$ cat src/rtl/imem_loader_if.sv
// imem_loader_if: host-to-loader byte stream, valid/ready handshake.
// master = host side (drives in_valid/in_data), slave = loader side (drives in_ready).
interface imem_loader_if;
   logic       in_valid;
   logic [7:0] in_data;
   logic       in_ready;

   modport master (
      output in_valid,
      output in_data,
      input  in_ready
   );

   modport slave (
      input  in_valid,
      input  in_data,
      output in_ready
   );
endinterface

$ cat src/rtl/imem_loader.sv
// imem_loader: packs a byte stream (count, words, xor checksum) into 32-bit
// instruction-memory writes and releases core_rst only after a verified load.
// Ports: clk, rst (sync, active high), start; bs (byte stream, slave);
//   mem_we/mem_addr/mem_wdata (imem write); core_rst, busy, done, err, words_loaded.
module imem_loader #(
   parameter int ADDR_W = 10
) (
   input  logic              clk,
   input  logic              rst,
   input  logic              start,
   imem_loader_if.slave      bs,
   output logic              mem_we,
   output logic [ADDR_W-1:0] mem_addr,
   output logic [31:0]       mem_wdata,
   output logic              core_rst,
   output logic              busy,
   output logic              done,
   output logic              err,
   output logic [ADDR_W:0]   words_loaded
);

   typedef enum logic [2:0] {
      S_IDLE,
      S_CNT_HI,
      S_CNT_LO,
      S_DATA,
      S_CHECK,
      S_DONE,
      S_ERR
   } state_t;

   localparam logic [16:0] MAX_N = 17'(2**ADDR_W);

   state_t      state_q;
   state_t      state_d;
   logic [15:0] cnt_q;
   logic [1:0]  byte_idx_q;
   logic [23:0] word_q;
   logic [7:0]  chk_q;

   logic        hs;
   logic        restart;
   logic        last_word;
   logic [15:0] n_rx;
   logic [16:0] wl_next;

   assign bs.in_ready = busy;
   assign hs          = bs.in_valid & busy;
   assign n_rx        = {cnt_q[15:8], bs.in_data};

   // words_loaded already counts every finished word when the next
   // word's 4th byte arrives (writes are at least 4 cycles apart).
   assign wl_next   = 17'(words_loaded) + 17'd1;
   assign last_word = (byte_idx_q == 2'd3) &&
                      (wl_next == {1'b0, cnt_q});

   assign restart = start &&
                    (state_q == S_IDLE ||
                     state_q == S_DONE ||
                     state_q == S_ERR);

   // state register
   always_ff @(posedge clk) begin
      if (rst) begin
         state_q <= S_IDLE;
      end else begin
         state_q <= state_d;
      end
   end

   // next state and state-decoded outputs
   always_comb begin
      state_d  = state_q;
      busy     = 1'b0;
      done     = 1'b0;
      err      = 1'b0;
      core_rst = 1'b1;
      unique case (state_q)
         S_IDLE: begin
            if (start) state_d = S_CNT_HI;
         end
         S_CNT_HI: begin
            busy = 1'b1;
            if (hs) state_d = S_CNT_LO;
         end
         S_CNT_LO: begin
            busy = 1'b1;
            if (hs) begin
               if ({1'b0, n_rx} > MAX_N) begin
                  state_d = S_ERR;
               end else if (n_rx == 16'd0) begin
                  state_d = S_CHECK;
               end else begin
                  state_d = S_DATA;
               end
            end
         end
         S_DATA: begin
            busy = 1'b1;
            if (hs && last_word) state_d = S_CHECK;
         end
         S_CHECK: begin
            busy = 1'b1;
            if (hs) begin
               if (bs.in_data == chk_q) begin
                  state_d = S_DONE;
               end else begin
                  state_d = S_ERR;
               end
            end
         end
         S_DONE: begin
            done     = 1'b1;
            core_rst = 1'b0;
            if (start) state_d = S_CNT_HI;
         end
         S_ERR: begin
            err = 1'b1;
            if (start) state_d = S_CNT_HI;
         end
         default: begin
            state_d = S_IDLE;
         end
      endcase
   end

   // datapath: count, word packing, checksum, write strobe
   always_ff @(posedge clk) begin
      if (rst) begin
         cnt_q        <= '0;
         byte_idx_q   <= '0;
         word_q       <= '0;
         chk_q        <= '0;
         mem_we       <= 1'b0;
         mem_addr     <= '0;
         mem_wdata    <= '0;
         words_loaded <= '0;
      end else begin
         mem_we <= 1'b0;
         if (mem_we) begin
            words_loaded <= words_loaded + (ADDR_W+1)'(1);
         end
         if (restart) begin
            words_loaded <= '0;
            chk_q        <= '0;
            byte_idx_q   <= '0;
         end
         if (hs) begin
            unique case (state_q)
               S_CNT_HI: begin
                  cnt_q[15:8] <= bs.in_data;
                  chk_q       <= chk_q ^ bs.in_data;
               end
               S_CNT_LO: begin
                  cnt_q[7:0] <= bs.in_data;
                  chk_q      <= chk_q ^ bs.in_data;
               end
               S_DATA: begin
                  chk_q      <= chk_q ^ bs.in_data;
                  byte_idx_q <= byte_idx_q + 2'd1;
                  if (byte_idx_q == 2'd3) begin
                     mem_we    <= 1'b1;
                     mem_addr  <= words_loaded[ADDR_W-1:0];
                     mem_wdata <= {word_q, bs.in_data};
                  end else begin
                     word_q <= {word_q[15:0], bs.in_data};
                  end
               end
               default: begin
               end
            endcase
         end
      end
   end

endmodule

$ cat src/flat_wrapper.sv
// flat-port wrapper written by rule: the top's interface ports become plain ports
module imem_loader_flat 
#(
   parameter int ADDR_W = 10
)
  (clk, rst, start, mem_we, mem_addr, mem_wdata, core_rst, busy, done, err, words_loaded, bs_in_valid, bs_in_data, bs_in_ready);
  imem_loader_if bs_i ();
  input  logic clk;
  input  logic rst;
  input  logic start;
  output logic mem_we;
  output logic [ADDR_W-1:0] mem_addr;
  output logic [31:0] mem_wdata;
  output logic core_rst;
  output logic busy;
  output logic done;
  output logic err;
  output logic [ADDR_W:0] words_loaded;
  input wire logic [$bits(bs_i.in_valid)-1:0] bs_in_valid;
  input wire logic [$bits(bs_i.in_data)-1:0] bs_in_data;
  output wire logic [$bits(bs_i.in_ready)-1:0] bs_in_ready;
  assign bs_i.in_valid = bs_in_valid;
  assign bs_i.in_data = bs_in_data;
  assign bs_in_ready = bs_i.in_ready;
  imem_loader #(.ADDR_W(ADDR_W)) u_core (.clk(clk), .rst(rst), .start(start), .bs(bs_i), .mem_we(mem_we), .mem_addr(mem_addr), .mem_wdata(mem_wdata), .core_rst(core_rst), .busy(busy), .done(done), .err(err), .words_loaded(words_loaded));
endmodule
$ cat config.mk
export PLATFORM = sky130hd
export DESIGN_NAME = imem_loader_flat
export DESIGN_NICKNAME = d
export VERILOG_FILES = /design/src/rtl/imem_loader_if.sv /design/src/rtl/imem_loader.sv /design/src/flat_wrapper.sv
export SDC_FILE = /design/constraint.sdc
export NUM_CORES = 1
export LEC_CHECK = 0
export CAP_MARGIN = 20
export CORE_ASPECT_RATIO = 1.2
export CORE_MARGIN = 3
export CORE_UTILIZATION = 53
export CTS_BUF_LIST = sky130_fd_sc_hd__clkbuf_8
export DETAILED_ROUTE_END_ITERATION = 16
export PLACE_DENSITY = 0.87
export SLEW_MARGIN = 20
export SYNTH_ARGS = -nofsm -noshare
export SYNTH_HDL_FRONTEND = slang
export SYNTH_SLANG_ARGS = --single-unit
export TNS_END_PERCENT = 30
$ cat constraint.sdc
create_clock -name clk -period 6.5 [get_ports clk]
set_input_delay 0.975 -clock clk [delete_from_list [all_inputs] [get_ports clk]]
set_output_delay 0.975 -clock clk [all_outputs]
set_load 0.02 [all_outputs]
==> qor.csv, run 1 <==
stage;metric;value;unit
power_and_ir_drop;vdd_drop_max;0.165;mV
clock_network;ctsRootBufferMaster;clkbuf_8;
grt;grt_max_degree;98;
synthesis;async_reset_ff_share;0;%
setup_path;crit_slowest_cell;dfxtp_1;
clock_network;cts_tree;yes;
finish;nFillCells;699;
grt;grt_pass1_wl;19000;um
detailed_routing;wire_per_inst;14.8;um
setup_path;worstPathCellList;nor2_1, xnor2_1, clkdlybuf4s50_1;
synthesis;synth_flop_cell;dfxtp_1;
power_and_ir_drop;p_per_area;260;nW/um^2
status;status;complete, no violations;
grt;grt_pass1_vias;4077;
detailed_routing;routed_wl;11300;um
grt;grt.overflow.total;0;
clock_network;hold_buffers;0;
synthesis;postSynthCellCount;608;
grt;antenna_found_initial;0;
clock_network;clkLatencyLatePin;370;ps
floorplan;die_h;109;um
timing;max-slew-margin-rel;29.6;%
synthesis;synthDominantCellAreaShare;46.0;%
hold_path;hp-class;register to register;
grt;track_usage;23.4;%
timing;worstMarginPinSlew;1050;ps
clock_network;cts_resized;0;
setup_path;cp.arrival;2270;ps
detailed_routing;drt_iter0_drc;309;
timing;rsz0062_at_grt;no;
finish;design_area;5520;um^2
floorplan;die_area;9950;um^2
timing;period_minus_slack;3250;ps
setup_path;path_class;register to output pin;
finish;area_delta_synth_final;18.5;%
synthesis;netlist_area;4650;um^2
timing;hold_viol;0;
place;port_buffers;70;
detailed_routing;drcViolationCount;0;
place;gp_congestion;0.884;
clock_network;clock-sinks;107;
detailed_routing;firstDrtPassIters;5;
flow_run;maxCapViolCount;0;
detailed_routing;dr_total_vias;4311;
synthesis;synth_edf_count;0;
clock_network;h-tree-depth;3;
timing;timing.final.ws_setup;3250;ps
floorplan;ioPinCount;71;
power_and_ir_drop;p_leak;0.00178;uW
setup_path;start_kind;register;
floorplan;fp.dieW;91.5;um
finish;final_layout_size_suffix_gt1_share;4.48;%
synthesis;synthTopCellsByArea;dfxtp_1, nand2_1, a21oi_1;
timing;setup_tns;0;ps
synthesis;ys_warn_count;0;
setup_path;required;5520;ps
synthesis;yosys.area.top_type;dfxtp_1;
finish;diodes;0;
place;hpwl;7740;um
timing;post-route-period-util;50.0;%
clock_network;clk_path_buf_depth;2;
timing;slew_violations;0;
timing;fin_hold_ws;459;ps
synthesis;synth-seq-area-share;46.0;%
place;place_ws;3100;ps
floorplan;rows;36;
setup_path;crit_path_max_incr_delay;720;ps
synthesis;yosysUniqueCellTypes;45;
clock_network;path_clk_slew;110;ps
detailed_routing;vias_per_cell;5.66;
floorplan;fp.coreArea;8330;um^2
synthesis;ys_ff_latch;107;
clock_network;tritoncts.num_buffers;9;
clock_network;cts_setup_buffers;0;
setup_path;endpoint_kind;output pin;
finish;fin_nets;657;
timing;clock_skew;13.3;ps
setup_path;cp_max_fo;21;
detailed_routing;antenna_left;0;
floorplan;start_util;55.9;%
timing;setup_viol;0;
place;place_area;5310;um^2
synthesis;avgSynthCellArea;7.66;um^2
timing;fmax;0.308;GHz
synthesis;synth_nets;622;
[report_power, final]
part | internal, uW | total [uW] | switching, uW
sequential | 686 | 733 | 47.1
clock | 153 | 404 | 251
combinational | 118 | 297 | 179
total | 957 | 1430 | 477
[registers in the layout, indices dropped and copies added, names as in the netlist]
name                 count
u_core.words_loaded     11
u_core.state_q           3
u_core.mem_we            1
u_core.mem_wdata        32
u_core.mem_addr         10
u_core.chk_q             8
u_core.word_q           24
u_core.byte_idx_q        2
u_core.cnt_q            16
[Yosys cell counts, drive strengths merged, types with 7 or more instances]
master and instances:
o21ai 13, nand2 184, nand3 7, inv 7, nor2b 9, nor4 7, clkbuf 42, nor2 31
nor3 8, a21oi 100, buf 8, xor2 11, xnor2 20, nand4 7, dfxtp 107
[path summary, 6_finish.rpt]
| path | from | to | slack (ps) | cells after the start |
|---|---|---|---|---|
| min reg2reg | u_core.mem_wdata[29] | u_core.mem_wdata[29] | 460 | 2 |
| min | u_core.mem_wdata[29] | u_core.mem_wdata[29] | 460 | 2 |
| max reg2reg | u_core.words_loaded[0] | u_core.state_q[0] | 3750 | 7 |
| max | u_core.state_q[0] | busy | 3250 | 3 |
[layout by cell type (no fill, tap or decap), drive strengths merged, types with 3 or more instances in the layout]
| cell | Yosys | layout |
|---|---|---|
| mux2i | 3 | 3 |
| dfxtp | 107 | 107 |
| clkbuf | 42 | 9 |
| nand2b | 6 | 6 |
| clkdlybuf4s50 | 0 | 69 |
| nor2 | 31 | 31 |
| nand2 | 184 | 184 |
| o22ai | 4 | 4 |
| clkinv | 1 | 4 |
| nand3 | 7 | 7 |
| xnor2 | 20 | 20 |
| nand4 | 7 | 7 |
| and3 | 3 | 3 |
| o21ai | 13 | 13 |
| inv | 7 | 10 |
| nor3b | 3 | 3 |
| nor3 | 8 | 8 |
| nand3b | 6 | 6 |
| xor2 | 11 | 11 |
| a21oi | 100 | 100 |
| o211ai | 3 | 3 |
| nor4 | 7 | 7 |
| buf | 8 | 5 |
| nor2b | 9 | 9 |
[final cells by class]
type | instances | area [um^2] | area share, %
sequential | 107 | 2140 | 38.8
inverter | 8 | 30.0 | 0.544
timing repair buffer | 74 | 726 | 13.2
clock inverter | 7 | 80.1 | 1.45
multi-input combinational | 443 | 2270 | 41.2
clock buffer | 9 | 124 | 2.25
tap | 114 | 143 | 2.59
[worst max-delay path: cells and delay by family, from the launching register on]
family	cells	cell delay [ps]
buffers and inverters	1	670
DFF	1	720
xor gates and xnor gates	1	320
and+or+nand+nor	1	190
[routing by layer]
metal | part of all wire (%) | global-route usage [%] | vias up
li1 | - | - | 2070
met1 | 42 | 28.7 | 2018
met2 | 49 | 39.4 | 182
met3 | 5.8 | 4.28 | 41
met4 | 3.6 | 12.0 | 0
met5 | 0 | 0 | -
[through the flow]
stage	cells	utilization (%)	power [uW]
after global placement	746	63.7	1020
after global routing	762	66.2	1500
after detailed placement	746	63.7	1040
after CTS	762	66.2	1430
final	762	66.2	1430
after floorplan	608	-	963
[logic make-up after synthesis]
| logic type | Yosys count | share of synthesized area (%) |
|---|---|---|
| compound gates | 127 | 14.7 |
| xor+xnor | 31 | 5.83 |
| fa+ha+maj | 2 | 0.538 |
| buf+inv | 58 | 5.19 |
| flops | 107 | 46.0 |
| mux | 4 | 0.887 |
| simple gates | 279 | 26.9 |
No activity file was read; power rests on OpenSTA's default activity.
==> run 2: changes to the inputs <==
clock period = 3.05 ns   (was 6.5 ns; I/O delays follow)
==> run 2 against run 1 <==
Global-route usage grew 0.45 points. Clock skew about the same. Core utilization up 0.81 points. Die area stayed put. Via count down 0.67%.
==> qor.csv, run 2 (synthesized netlist as in run 1, its figures left out) <==
stage;metric;value;unit
finish;top_regs;u_core.mem_wdata x32, u_core.word_q x24, u_core.cnt_q x16;
setup_path;cp.arrival;2280;ps
finish;final_cell_mix;nand2_1, dfxtp_1, a21oi_1;
clock_network;path_clk_slew;100;ps
floorplan;fp.dieW;91.5;um
floorplan;die_h;109;um
place;gp_congestion;0.903;
floorplan;die_area;9950;um^2
clock_network;ctsRootBufferMaster;clkbuf_8;
timing;period_minus_slack;2740;ps
timing;slew_violations;0;
timing;worstMarginPinSlew;856;ps
setup_path;path_class;register to output pin;
detailed_routing;drcViolationCount;0;
place;place_area;5390;um^2
detailed_routing;vias_per_cell;5.54;
place;port_buffers;70;
floorplan;ioPinCount;71;
grt;antenna_found_initial;0;
timing;rsz0062_at_grt;no;
setup_path;cp_max_fo;21;
detailed_routing;antenna_left;0;
place;hpwl;7950;um
flow_run;maxCapViolCount;0;
timing;fmax;0.365;GHz
floorplan;fp.coreArea;8330;um^2
clock_network;hold_buffers;0;
setup_path;endpoint_kind;output pin;
timing;setup_viol;0;
clock_network;h-tree-depth;3;
power_and_ir_drop;p_leak;0.00184;uW
grt;grt_pass1_vias;4115;
place;dp_cells;757;
floorplan;start_util;55.9;%
grt;grt_max_degree;72;
detailed_routing;firstDrtPassIters;5;
clock_network;cts_tree;yes;
grt;track_usage;23.9;%
timing;post-route-period-util;89.9;%
clock_network;clkLatencyLatePin;380;ps
timing;setup_tns;0;ps
detailed_routing;wire_per_inst;14.7;um
finish;largest_reg_flops;32;
finish;diodes;0;
finish;final_common_cell;nand2_1;
detailed_routing;dr_total_vias;4282;
setup_path;required;2590;ps
finish;area_delta_synth_final;19.9;%
clock_network;cts_setup_buffers;0;
grt;grt.overflow.total;0;
grt;grt_pass1_wl;19200;um
setup_path;start_kind;register;
timing;hold_viol;0;
clock_network;cts_resized;0;
status;status;complete, no violations;
finish;fin_nets;668;
timing;fin_hold_ws;459;ps
floorplan;rows;36;
timing;clock_skew;13.7;ps
finish;layout.cells.non_filler;773;
power_and_ir_drop;p_per_area;544;nW/um^2
finish;final_layout_size_suffix_gt1_share;6.07;%
detailed_routing;routed_wl;11400;um
clock_network;clock-sinks;107;
hold_path;hp-class;register to register;
power_and_ir_drop;vdd_drop_max;0.302;mV
clock_network;clk_path_buf_depth;2;
detailed_routing;drt_iter0_drc;342;
timing;max-slew-margin-rel;43.0;%
finish;design_area;5580;um^2
finish;largest-register;u_core.mem_wdata;
clock_network;tritoncts.num_buffers;9;
[run 2: cell types whose count changed in the layout (fill, tap and decap cells not counted)]
cell      previous run  this run
buf_4                4        15
clkinv_8             2         0
inv_6                1         3
[run 2: worst paths after layout]
check / from / to / slack [ps] / depth (start not counted)
worst max register to register: u_core.words_loaded[3] / u_core.state_q[0] / 590 / 6
worst min-delay path: u_core.mem_wdata[27] / u_core.mem_wdata[27] / 460 / 2
worst max-delay path: u_core.state_q[0] / bs_in_ready / 310 / 3
worst min register to register: u_core.mem_wdata[27] / u_core.mem_wdata[27] / 460 / 2
[run 2: stage by stage]
| stage | setup slack, ps | total power [uW] | util (%) |
|---|---|---|---|
| CTS | 302 | 3050 | 67.0 |
| floorplan | 552 | 2050 | - |
| detailed placement | 393 | 2220 | 64.7 |
| global placement | 464 | 2190 | 64.7 |
| finish | 309 | 3040 | 67.0 |
| global route | 121 | 3200 | 67.0 |
[run 2: area by class of cell]
class	instances	area, um^2
fillers	665	2750
repair buffers	85	808
flip-flops and latches	107	2140
clock buffers	9	124
inverters	8	30.0
clock inverters	7	65.1
well taps	114	143
multi-input cells	443	2270
[run 2: routing by layer]
metal	GRT usage [%]	part of all wire, %	vias up
li1	-	-	2099
met1	29.0	41	1990
met2	39.5	49	162
met3	5.87	5.6	31
met4	12.0	3.6	0
met5	0	0	-
[run 2: report_power, final]
part | leakage [uW] | internal [uW] | total, uW | switching (uW)
combinational | 0.000878 | 262 | 637 | 375
sequential | 0.000863 | 1460 | 1560 | 101
clock | 0.0000947 | 319 | 839 | 520
total | 0.00184 | 2040 | 3040 | 995
[run 2: critical path, stage by stage (launching register included)]
cell and delay (ps):
dfxtp_1 740, nor2_1 180, xnor2_1 320, clkdlybuf4s50_1 670
==> run 3: changes to the inputs <==
TNS_END_PERCENT = 50   (was 30)
==> results of run 3 <==
No change in the layout: final DEF, timing and power equal those of run 2.
